## src/rtl/fifo_drain_ctrl.sv

```systemverilog
// Read-clock-domain drain controller for fifo1: pops a fixed burst into a local buffer,
// replays it on a valid/ready stream and reports a modular checksum.
`timescale 1ns / 1ps

module fifo_drain_ctrl #(
  parameter int unsigned DSIZE = 8,
  parameter int unsigned BURST = 16
) (
  input  logic             clk,
  input  logic             rst_n,
  input  logic             start,
  input  logic [DSIZE-1:0] rdata,
  input  logic             rempty,
  output logic             rinc,
  output logic [DSIZE-1:0] out_data,
  output logic             out_valid,
  input  logic             out_ready,
  output logic             busy,
  output logic             done,
  output logic [DSIZE-1:0] checksum
);

  localparam int unsigned IdxW  = $clog2(BURST + 1);
  localparam int unsigned AddrW = (BURST > 1) ? $clog2(BURST) : 1;
  localparam logic [IdxW-1:0] BurstCnt = IdxW'(BURST);
  localparam logic [IdxW-1:0] LastIdx  = IdxW'(BURST - 1);

  typedef enum logic [1:0] {StIdle, StFill, StDrain, StDone} state_e;

  state_e           state_q;
  logic [IdxW-1:0]  wr_idx_q;
  logic [IdxW-1:0]  rd_idx_q;
  logic [IdxW-1:0]  rd_next;
  logic [DSIZE-1:0] mem_q [BURST];
  logic [DSIZE-1:0] out_data_q;
  logic             out_valid_q;
  logic             busy_q;
  logic             done_q;
  logic [DSIZE-1:0] checksum_q;

  // Pop only on the registered empty flag; no dependence on start or out_ready.
  assign rinc    = (state_q == StFill) && !rempty && (wr_idx_q < BurstCnt);
  assign rd_next = rd_idx_q + IdxW'(1);

  assign out_data  = out_data_q;
  assign out_valid = out_valid_q;
  assign busy      = busy_q;
  assign done      = done_q;
  assign checksum  = checksum_q;

  // Buffer contents are don't-care after reset, so no reset here.
  always_ff @(posedge clk) begin
    if (rinc) begin
      mem_q[wr_idx_q[AddrW-1:0]] <= rdata;
    end
  end

  always_ff @(posedge clk or negedge rst_n) begin
    if (!rst_n) begin
      state_q     <= StIdle;
      wr_idx_q    <= '0;
      rd_idx_q    <= '0;
      out_data_q  <= '0;
      out_valid_q <= 1'b0;
      busy_q      <= 1'b0;
      done_q      <= 1'b0;
      checksum_q  <= '0;
    end else begin
      unique case (state_q)
        StIdle: begin
          if (start) begin
            state_q    <= StFill;
            busy_q     <= 1'b1;
            wr_idx_q   <= '0;
            rd_idx_q   <= '0;
            checksum_q <= '0;
          end
        end
        StFill: begin
          if (rinc) begin
            checksum_q <= checksum_q + rdata;
            wr_idx_q   <= wr_idx_q + IdxW'(1);
            // Word 0 was captured on an earlier edge since BURST >= 2.
            if (wr_idx_q == LastIdx) begin
              state_q     <= StDrain;
              out_data_q  <= mem_q[0];
              out_valid_q <= 1'b1;
            end
          end
        end
        StDrain: begin
          if (out_valid_q && out_ready) begin
            if (rd_idx_q == LastIdx) begin
              state_q     <= StDone;
              out_valid_q <= 1'b0;
              busy_q      <= 1'b0;
              done_q      <= 1'b1;
            end else begin
              rd_idx_q   <= rd_next;
              out_data_q <= mem_q[rd_next[AddrW-1:0]];
            end
          end
        end
        StDone: begin
          done_q  <= 1'b0;
          state_q <= StIdle;
        end
        default: begin
          state_q <= StIdle;
        end
      endcase
    end
  end

endmodule

```

## config.mk

```make
export PLATFORM = sky130hd
export DESIGN_NAME = fifo_drain_ctrl
export DESIGN_NICKNAME = d
export VERILOG_FILES = /design/src/rtl/fifo_drain_ctrl.sv
export SDC_FILE = /design/constraint.sdc
export NUM_CORES = 1
export LEC_CHECK = 0
export CAP_MARGIN = 10
export CORE_MARGIN = 2
export CORE_UTILIZATION = 60
export CTS_CLUSTER_DIAMETER = 150
export DETAILED_ROUTE_END_ITERATION = 10
export GPL_TIMING_DRIVEN = 0
export PLACE_DENSITY = 0.79
export SKIP_CTS_REPAIR_TIMING = 1
export SLEW_MARGIN = 10
export SYNTH_ARGS = -nofsm -noshare
export SYNTH_HDL_FRONTEND = slang
export SYNTH_SLANG_ARGS = --single-unit
```

## constraint.sdc

```tcl
create_clock -name clk -period 2.8 [get_ports clk]
set_clock_uncertainty 0.2 [all_clocks]
set_input_delay 0.28 -clock clk [delete_from_list [all_inputs] [get_ports clk]]
set_output_delay 0.28 -clock clk [all_outputs]
set_load 0.1 [all_outputs]
```

### After elaboration in Yosys (flattened, before gate mapping)

Memories as Yosys holds them, arrays and structs flattened.
Cells that the tools add are included.

* register bits: 31
* logic and storage cells: 72
* bits in writable memories: 128
* output and inout port bits: 20
* input bits: 13
* memories kept: 1

* add/subtract/negate cells: 3
* reductions and logical operators: 16
* equal/unequal tests: 11
* multiplexer cells: 32
* $lt $le $gt $ge: 1

Memory list
* mem_q: depth 16, width 8, read ports 2, clocked after Yosys merged registers in 0, write ports 1, RTL line 34 `logic [DSIZE-1:0] mem_q [BURST];`

Operators by type and width (count)
* 8-bit 2-to-1 mux: 6
* 8-bit one-hot mux with 2 select lines: 2
* 5-bit 2-to-1 mux: 4
* 5-bit one-hot mux with 2 select lines: 2
* 5-bit AND reduction: 3
* 5-bit by 1-bit adder with 5-bit output (second input constant): 2
* 5-bit by 4-bit equality test with 1-bit output (second input constant): 2
* 2-bit 2-to-1 mux: 5
* 2-bit inequality test (second input constant): 5
* 1-bit 2-to-1 mux: 9
* 8-bit adder: 1
* 2-bit one-hot mux with 4 select lines: 1
* 4-bit AND reduction: 2
* 2-bit nonzero test: 4
* 1-bit one-hot mux with 2 select lines: 3
* 3-bit AND reduction: 2
* 5-bit less-than comparator (second input constant): 1
* 2-bit equality test (second input constant): 2
* 1-bit logical AND: 3
* 2-bit by 1-bit equality test with 1-bit output (second input constant): 1
* 2-bit zero test: 1
* 2-bit by 1-bit inequality test with 1-bit output (second input constant): 1
* 1-bit zero test: 1

### Logic depth before layout (Yosys ltp)

* word-level depth: 5
* gate-level depth with buffers: 10

### Worst setup path after synthesis

Ideal clock, no wire load.

* kind: register -> register
* start point: reg state_q[1]
* end point: mem mem_q[15][0], enable pin
* required time: 2.268 ns
* data arrival time: 2.101 ns
* slack: 0.168 ns
* cell stages (with the launch flop): 8
* cells stage by stage: dfrtp_1 > inv_1 > ha_1 > buf_2 > nand2_1 > inv_1 > and3_1 > and2_1

* word-level cells in the longest chain between the ends: 5

Ends and longest elaborated chain
* start, declared: RTL line 30 `state_e state_q;`
* start signal, assigned: RTL line 60 `state_q <= StIdle;`
* start signal, assigned: RTL line 72 `state_q <= StFill;`
* start signal, assigned: RTL line 85 `state_q <= StDrain;`
* 2-bit by 1-bit equality test with 1-bit output: RTL line 42 `assign rinc = (state_q == StFill) && !rempty && (wr_idx_q < BurstCnt);`
* 1-bit logical AND (2 in a row): RTL line 42
* via rinc: RTL line 14 `output logic rinc,`
* 1-bit 2-to-1 mux: RTL line 53 `if (rinc) begin`
* 1-bit 2-to-1 mux (not written as such): RTL line 54 `mem_q[wr_idx_q[AddrW-1:0]] <= rdata;`
* end, declared: RTL line 34

The timed path passes the listed nets, and every way through them passes these cells.

### Final worst setup path

* start point: reg rd_idx_q[1]
* end point: reg out_data_q[1], in the netlist out_data[1]

* word-level cells in the longest chain between the ends: 5

Ends and longest elaborated chain
* start, declared: RTL line 32 `logic [IdxW-1:0] rd_idx_q;`
* start signal, assigned: RTL line 99 `rd_idx_q <= rd_next;`
* 5-bit by 1-bit adder with 5-bit output: RTL line 43 `assign rd_next = rd_idx_q + IdxW'(1);`
* memory 16 x 8 bit
* 8-bit 2-to-1 mux: RTL line 93 `if (rd_idx_q == LastIdx) begin`
* 8-bit 2-to-1 mux: RTL line 92 `if (out_valid_q && out_ready) begin`
* 8-bit one-hot mux with 2 select lines: RTL line 69 `unique case (state_q)`
* end signal, assigned: RTL line 86 `out_data_q <= mem_q[0];`
* end signal, assigned: RTL line 100 `out_data_q <= mem_q[rd_next[AddrW-1:0]];`
* end, declared: RTL line 35 `logic [DSIZE-1:0] out_data_q;`

Parallel ways exist; a longest one is shown, timed or not. The select of a mux whose other input is x is not followed.
A chain may end at the register's enable or synchronous reset.

==> run metrics <==
run status finished, final reports clean; Total Routed Length 14.38 mm; Post-Synth XOR/XNOR Area 1.107%; Layout fillers 750; Layout Nets 505; Combinational Power Share around 28%; Max-Cap Viols 0; Initial Utilization roughly 61%; Antenna Nets Post-Route 0; all-layer global routing usage 25.31%; Clock Pin Slew Worst Setup and Hold Paths roughly 60 ps; routed via count 3903; cell accounting for the most synthesized area edfxtp_1; internal power 4.791 mW; Critical Path RT 2890 ps; syn avg cell area 16.34 um2; LEAKAGE roughly 2.8 nW; CP Class reg -> reg; Achievable Freq 368.4 MHz; drt wl/cell 22.87 um; worst hold margin about 260 ps; Max-slew headroom 34.44%; Synth top area share a little under three fifths; Multi-input gate area roughly 0.0021 mm2; setup_tns 0 ps; first-pass GRT wire length between 20 and 25 mm; Net Switching 2.507 mW; vias in the first global route approximately 4000; Synth Area in Compound Gates 6.316%; top cells by area, synth edfxtp_1 56%, dfrtp_1 11%, mux4_2 10%, ha_1 3.3%, nand2_1 2.1%; drt via density ~6.2; Final Core Density 70.72%; Die W 111.2 um; largest net degree at the start of global routing 32; post-synthesis net count 454; Async S/R FF share, synth between 10% and 20%; CP startpoint kind flip-flop; yosys warns 0; Distinct cells, synth 45; DRC Markers 0; Root Buffer clkbuf_16; mapped cell area 0.006894 mm2; Hold Vio Cnt, Final 0; flip-flop and latch area 0.004619 mm2; clock network fraction of total power between 30% and 40%; CTS Buf Count 17; largest family of logic cells by synthesized area multiplexers; Crit Path Max Fanout 10; clk sinks 159; placed inst area approximately 0.0074 mm2; Max rail drop VDD approximately 0.78 mV; initial antenna violation count 0; total power 7.298 mW; dominant synthesized flop cell edfxtp_1; IO Port Bufs 32; Seq/Total Area, Yosys 67.01%; Max Slew Vio Count 0; EDFF count, synth ~130; HP Class in -> async; switching part of the total 34.35%; post-synthesis simple-gate area fraction 6.697%; worst path arrival time 2800 ps; RSZ-0062 raised after global routing no; GPL Wtd Cong 0.8001; final worst path period share 96.94%; CTS tree done; clk_lat worst skew 420 ps; DRT iter0 DRCs 345; Final setup viols 0; adder-cell share of the synthesized area 3.557%; Core ar. 0.01132 mm2; Final Critical Period 2714 ps; I/O pin count 33; global route total overflow 0; hpwl dp ~9 mm; first drt pass iteration count 4; chip height approximately 110 um; Post-Syn Instances 422; pwr/cell area 911.5 mW/mm2; CTS H-tree depth 4; CP Capture Type flip-flop; Final Cell Area 0.008006 mm2; share of power burned in registers 39.1%; layout cells sized above 1 17.70%; clock tree buffer depth 2; ant diodes 0; Slew @ Worst Pin a little under 1000 ps; die area 0.01236 mm2; post-synthesis mux area share 12.96%; Layout Area Growth over Synthesis 16.13%; Site Rows 39; Synth Register Bits between 150 and 200
-- worst max-delay path, cell delays in order (launching register included) --
cell and delay, ps:
dfrtp_1 430, ha_1 310, clkbuf_1 290, clkbuf_4 340, mux4_2 370, nor2b_1 160
a211oi_1 360, o31ai_1 100
-- per-stage QoR --
| stage | cells | setup slack, ps |
|---|---|---|
| 6_report | 629 | 85.77 |
| 5_1_grt | 629 | 34.47 |
| 4_1_cts | 629 | -521.3 |
| 3_5_place_dp | 597 | -275.5 |
| 3_3_place_gp | 597 | -198.3 |
| 2_1_floorplan | 422 | 167.7 |
-- cells in the final DEF (no fill, tap or decap), types with 2 or more instances in the layout --
cell	netlist	routed
bufinv_16	0	4
xor2_2	2	2
buf_2	7	7
and3_1	4	4
clkbuf_1	2	7
nand2b_1	3	3
clkbuf_2	0	2
and2_1	17	17
mux2i_1	9	9
o221ai_1	3	3
clkbuf_16	0	17
a211oi_1	6	6
nor2_1	7	7
edfxtp_1	128	128
nor3_1	4	4
mux4_2	31	31
nor2b_1	8	8
xor2_1	3	3
buf_6	3	3
nand2_1	38	38
clkinv_2	0	3
inv_1	9	9
clkbuf_8	0	2
a21oi_1	12	12
mux2_2	7	7
nor3b_1	2	2
nand3_1	5	5
dfrtp_1	31	31
o22ai_1	7	7
a22oi_1	3	3
o21ai_0	21	21
ha_1	18	18
a21o_1	2	2
xnor2_1	2	2
clkdlybuf4s50_1	0	29
buf_8	2	2
o31ai_1	10	10
-- Yosys cell counts (5+ instances only) --
master and number:
o31ai_1 10, dfrtp_1 31, nor2_1 7, a211oi_1 6, o21ai_0 21, nand2_1 38, edfxtp_1 128, and2_1 17
o22ai_1 7, mux2_2 7, a21oi_1 12, inv_1 9, mux2i_1 9, nor2b_1 8, buf_2 7, nand3_1 5
mux4_2 31, ha_1 18
-- final timing paths --
kind | cells after the start | to | startpoint | slack (ps)
setup / recovery | 7 | out_data[1] | rd_idx_q[1] | 90
hold / removal | 2 | rd_idx_q[1] | rst_n | 260
setup reg to reg | 7 | out_data[1] | rd_idx_q[1] | 90
hold reg to reg | 2 | out_data[1] | out_data[1] | 290
max in group asynchronous | 2 | checksum[5] | rst_n | 1660
min in group clk | 2 | out_data[1] | out_data[1] | 290
-- power groups by stage --
| stage | registers, mW | clock network, mW | logic [mW] |
|---|---|---|---|
| after floorplan | 3.63 | 0 | 0.745 |
| after CTS | 2.85 | 2.41 | 2.06 |
| after global routing | 2.87 | 2.51 | 2.18 |
| after detailed placement | 2.90 | 0 | 2.04 |
| after global placement | 2.88 | 0 | 2.00 |
| final | 2.85 | 2.39 | 2.06 |
-- metal layers --
layer | wire (um) | track usage, % | vias to the layer above | share of wire [%]
met4 | 535 | 12.35 | 0 | 3.7
li1 | - | - | 1751 | -
met2 | 7108 | 40.49 | 139 | 49
met1 | 6006 | 33.66 | 1979 | 42
met5 | 0 | 0 | - | 0
met3 | 733 | 5.194 | 34 | 5.1
-- sequential cells by signal, indices dropped and copies added (netlist names) --
register / count
done: 1
out_valid: 1
mem_q: 128
busy: 1
rd_idx_q: 5
out_data: 8
wr_idx_q: 5
checksum: 8
state_q: 2
-- layout make-up --
class	instances	area share [%]
Clock buffer	24	5.892
Inverter	10	0.4688
Sequential cell	159	57.70
Tap cell	143	2.235
Clock inverter	8	1.735
Multi-Input combinational cell	235	26.38
Buffer	17	1.563
Timing Repair Buffer	33	4.032
-- logic make-up after synthesis --
group | Yosys count
XOR/XNOR | 7
buffers and inverters | 28
AO/OA/AOI/OAI | 69
AND/OR/NAND/NOR | 92
adder cells (fa/ha/maj) | 19
multiplexers | 48
flip-flops | 159
No activity file was read; power rests on OpenSTA's default activity.
